`src/rtl/sel_arbiter.sv`:
```
// sel_arbiter: round-robin arbiter for two requesters driving a 2:1 mux select.
// Each grant lasts at most HOLD_CYCLES cycles, so neither source can starve the
// other. All outputs come straight from flops, so downstream logic sees clean,
// glitch-free control.
// Optional feature: define SEL_ARBITER_LOCK_EN to add a 'lock' input. While
// lock is high, the current owner keeps the path past tenure expiry.
module sel_arbiter #(
    parameter int HOLD_CYCLES = 4,
    parameter int CW          = 8
) (
    input  logic          clk,
    input  logic          rst_n,
    input  logic          req_a,
    input  logic          req_b,
`ifdef SEL_ARBITER_LOCK_EN
    input  logic          lock,
`endif
    output logic          sel,
    output logic          gnt_a,
    output logic          gnt_b,
    output logic [CW-1:0] hold_cnt
);

    typedef enum logic [1:0] {
        IDLE    = 2'd0,
        GRANT_A = 2'd1,
        GRANT_B = 2'd2
    } state_t;

    // A fresh tenure counts down from HOLD_CYCLES-1 to 0 (HOLD_CYCLES cycles total).
    localparam logic [CW-1:0] RELOAD = CW'(HOLD_CYCLES - 1);

    state_t        state;
    state_t        state_nxt;
    logic          last_b;
    logic          last_b_nxt;
    logic          sel_nxt;
    logic          gnt_a_nxt;
    logic          gnt_b_nxt;
    logic [CW-1:0] cnt_nxt;
    logic          keep_owner;

    // Decide whether the current owner may keep the path once its tenure has expired.
`ifdef SEL_ARBITER_LOCK_EN
    assign keep_owner = lock;
`else
    assign keep_owner = 1'b0;
`endif

    // Next-state logic. Registered outputs are computed here, so every flop updates together.
    always_comb begin
        state_nxt  = state;
        last_b_nxt = last_b;
        sel_nxt    = sel;
        cnt_nxt    = hold_cnt;
        gnt_a_nxt  = 1'b0;
        gnt_b_nxt  = 1'b0;

        unique case (state)
            IDLE: begin
                if (req_a && (!req_b || last_b)) begin
                    state_nxt  = GRANT_A;
                    cnt_nxt    = RELOAD;
                    sel_nxt    = 1'b0;
                    last_b_nxt = 1'b0;
                end else if (req_b) begin
                    state_nxt  = GRANT_B;
                    cnt_nxt    = RELOAD;
                    sel_nxt    = 1'b1;
                    last_b_nxt = 1'b1;
                end
            end
            GRANT_A: begin
                if (!req_a) begin
                    if (req_b) begin
                        state_nxt  = GRANT_B;
                        cnt_nxt    = RELOAD;
                        sel_nxt    = 1'b1;
                        last_b_nxt = 1'b1;
                    end else begin
                        state_nxt = IDLE;
                        cnt_nxt   = '0;
                    end
                end else if (hold_cnt != '0) begin
                    cnt_nxt = hold_cnt - 1'b1;
                end else if (keep_owner) begin
                    cnt_nxt = '0;
                end else if (req_b) begin
                    state_nxt  = GRANT_B;
                    cnt_nxt    = RELOAD;
                    sel_nxt    = 1'b1;
                    last_b_nxt = 1'b1;
                end else begin
                    cnt_nxt = RELOAD;
                end
            end
            GRANT_B: begin
                if (!req_b) begin
                    if (req_a) begin
                        state_nxt  = GRANT_A;
                        cnt_nxt    = RELOAD;
                        sel_nxt    = 1'b0;
                        last_b_nxt = 1'b0;
                    end else begin
                        state_nxt = IDLE;
                        cnt_nxt   = '0;
                    end
                end else if (hold_cnt != '0) begin
                    cnt_nxt = hold_cnt - 1'b1;
                end else if (keep_owner) begin
                    cnt_nxt = '0;
                end else if (req_a) begin
                    state_nxt  = GRANT_A;
                    cnt_nxt    = RELOAD;
                    sel_nxt    = 1'b0;
                    last_b_nxt = 1'b0;
                end else begin
                    cnt_nxt = RELOAD;
                end
            end
            default: begin
                state_nxt = IDLE;
                cnt_nxt   = '0;
            end
        endcase

        gnt_a_nxt = (state_nxt == GRANT_A);
        gnt_b_nxt = (state_nxt == GRANT_B);
    end

    // State and output registers. Reset sets the last-served pointer to B, so A wins the first tie.
    always_ff @(posedge clk) begin
        if (!rst_n) begin
            state    <= IDLE;
            last_b   <= 1'b1;
            sel      <= 1'b0;
            gnt_a    <= 1'b0;
            gnt_b    <= 1'b0;
            hold_cnt <= '0;
        end else begin
            state    <= state_nxt;
            last_b   <= last_b_nxt;
            sel      <= sel_nxt;
            gnt_a    <= gnt_a_nxt;
            gnt_b    <= gnt_b_nxt;
            hold_cnt <= cnt_nxt;
        end
    end

endmodule

```
`config.mk`:
```
export PLATFORM = sky130hd
export DESIGN_NAME = sel_arbiter
export DESIGN_NICKNAME = d
export VERILOG_FILES = /design/src/rtl/sel_arbiter.sv
export SDC_FILE = /design/constraint.sdc
export NUM_CORES = 1
export LEC_CHECK = 0
export ABC_AREA = 1
export CORE_MARGIN = 2
export CORE_UTILIZATION = 51
export CTS_CLUSTER_SIZE = 40
export DETAILED_ROUTE_END_ITERATION = 8
export GPL_TIMING_DRIVEN = 0
export PLACE_DENSITY_LB_ADDON = 0.12
export SYNTH_ARGS = -nofsm -noshare
export SYNTH_HDL_FRONTEND = slang
export SYNTH_SLANG_ARGS = --single-unit
```
`constraint.sdc`:
```
create_clock -name clk -period 1.6 [get_ports clk]
set_input_delay 0.4 -clock clk [delete_from_list [all_inputs] [get_ports clk]]
set_output_delay 0.4 -clock clk [all_outputs]
set_load 0.02 [all_outputs]
```
==> run summary <==
Slew Limit Fails: 0
number of global-route vias before repair: 733
synth warn: 0
IO buf count: 13
Compound-Gate Fraction of Synth Area: 0.101
Initial DRT Pass Iterations: 4
GP Congestion: 0.858
Synth area leaders: dfxtp_1 (30%), nand2_1 (12%), inv_1 (8.9%)
Layout Nets: 166
clk slew on worst S/H paths: 0.09 ns
CP Max Fanout: 5
Worst R2R Start: state[0]
worst endpoint required time: 1.79 ns
later-pin clock latency in the skew report: 0.29 ns
Root Driver: clkbuf_4
postcts setup bufs: 0
Row Count: 15
M1 WL: 921 um
register bit count reported by yosys: 14
largest area contributor in the netlist: dfxtp_1
part of the cycle the worst path needs: 0.914
Max stage delay on crit path: 0.42 ns
Longest Clk Path Bufs: 2
metal3 WL: 111 um
Worst setup EP type: flip-flop
sequential share of the synthesized area: 0.301
Setup Crit Path Kind: flip-flop to flip-flop
Die Height: 46.7 um
Min-Delay Path Class: flip-flop to flip-flop
first-pass GRT wire length: 3.01 mm
maximum clock rate: 0.684 GHz
outcome: finished, final reports clean
DRT antenna net count: 0
Avg Cell Area, Syn: 6.75 um^2
layout cells sized above 1: 0.123
Detailed Route WL: 1.91 mm
pwr dens: 1220 nW/um^2
n_diodes: 0
wire per inst: 10.6 um
Synthesized Nets: 148
DR top layer: met4
Starting Density: 0.539
overall power: 1.37 mW
CTS Sinks: 14
I/O Pins: 15
Setup crit start: state[0]
Static Leak: 0.599 nW
Hold Vio Cnt, Final: 0
Worst Max-Slew Pin Slew: 0.318 ns
GR Util All Layers: 0.200
unrepaired setup endpoints after global routing: no
dpl ws: -0.183 ns
vias: 866
dpl hpwl: 1.51 mm
CTS buffer count: 3
placeable core area: 1730 um^2
Starting DRT DRC Count: 38
final setup margin: 0.138 ns
type of origin of the critical path: flip-flop
Distinct cells, synth: 21
minimum clock period: 1.46 ns
top-count cell post-synth: nand2_1
hold_ws: 0.508 ns
met2 WL: 834 um
CTS tree: built
Worst path most repeated cell: nor2_1
Post-Synthesis Cells: 138
Critical Path AT: 1.65 ns
Vias/cell: 4.81
mux share of post-synthesis cell area: 0
Synth top area share: 0.301
Die ar.: 2180 um^2
EDFF count, synth: 0
largest family of logic cells by synthesized area: simple AND/OR/NAND/NOR gates
# H-tree levels: 1
gr ovfl total: 0
peak supply drop: 0.743 mV
Die W: 46.7 um
area growth from synthesis to layout: 20.0%
Synth Area in XOR/XNOR: 0.0565
MaxCap Viol Count: 0
CP Cell Sequence: inv_1, ha_1, nand2_4, nand2_1, nor2_1, xor2_1, nor2_1
hold path start: hold_cnt[0]
pin count of the biggest net entering global routing: 10
FFs w/ async S/R, synth: 0
setup violators final: 0
initial antenna violation count: 0
Cell Area, Synth: 931 um^2
Most used DFF post-synth: dfxtp_1
simple-gate portion of the synthesized area: 0.341
Fillers: 165
top post-synthesis cells by count: nand2_1 (29), inv_1 (22), nor2_1 (17)
Slew headroom: 0.788
Crit-path slowest cell: dfxtp_1
adder-cell share of the synthesized area: 0.0806
# DRC: 0
Fin Clk Skew: 0.00810 ns
-- metrics by stage --
stage,cells,area (um^2),TNS [ns],utilization
after floorplan,138,931,0,-
final,180,1120,0,0.647
after detailed placement,176,1090,-1.70,0.633
after CTS,180,1110,0,0.646
after global routing,180,1120,0,0.647
after global placement,176,1090,-1.68,0.633
-- per-layer routing --
| metal | track usage | up-vias |
|---|---|---|
| met4 | 0.117 | 0 |
| met1 | 0.279 | 363 |
| met3 | 0.0353 | 5 |
| met5 | 0 | - |
| met2 | 0.286 | 33 |
| li1 | - | 465 |
-- state kept, by name, summed over array words and instances (netlist names) --
register,count
hold_cnt,8
state,2
gnt_a,1
gnt_b,1
last_b,1
sel,1
-- logic make-up after synthesis --
group                      after synthesis
AOI/OAI and AO/OA                       16
xor gates and xnor gates                 6
adders and majority gates                6
buffers and inverters                   27
DFF                                     14
and+or+nand+nor                         69
-- critical path: cells and delay by family (launching register included) --
kind | cells | cell delay [ns]
buffers and inverters | 1 | 0.11
DFF | 1 | 0.42
adders and majority gates | 1 | 0.27
and+or+nand+nor | 4 | 0.39
xor gates and xnor gates | 1 | 0.16
-- cell type report --
type | instances | area, um^2 | area share
Clock buffer | 4 | 36.3 | 0.0325
Buffer | 1 | 11.3 | 0.0101
Multi-Input combinational cell | 97 | 539 | 0.483
Tap cell | 25 | 31.3 | 0.0280
Timing Repair Buffer | 13 | 119 | 0.106
Inverter | 26 | 100 | 0.0896
Sequential cell | 14 | 280 | 0.251
-- layout by cell type, fill, tap and decap left out, drive strengths merged --
| cell type | count |
|---|---|
| clkbuf | 4 |
| nand2 | 32 |
| o22ai | 1 |
| nor2 | 22 |
| buf | 1 |
| ha | 6 |
| nor3 | 2 |
| clkdlybuf4s50 | 1 |
| nand3 | 13 |
| o211ai | 2 |
| dfxtp | 14 |
| a21oi | 5 |
| xor2 | 6 |
| inv | 26 |
| dlygate4sd2 | 11 |
| dlymetal6s2s | 1 |
| o21ai | 8 |
-- path summary, 6_finish.rpt --
check                     end  slack, ns  depth (start not counted)
setup / recovery  hold_cnt[4]       0.14                          7
hold / removal    hold_cnt[0]       0.51                          2
setup reg to reg  hold_cnt[4]       0.14                          7
hold reg to reg   hold_cnt[0]       0.51                          2
-- timing repair --
item | CTS | global route
setup endpoints to repair | 11 | 1
hold buffers | 0 | 0
resized for setup | 11 | 1
-- power breakdown --
group	switching, mW	internal, mW
logic	0.408	0.238
registers	0.0465	0.410
clock network	0.127	0.139
total	0.582	0.787
Power figures use the tool's default switching activity.
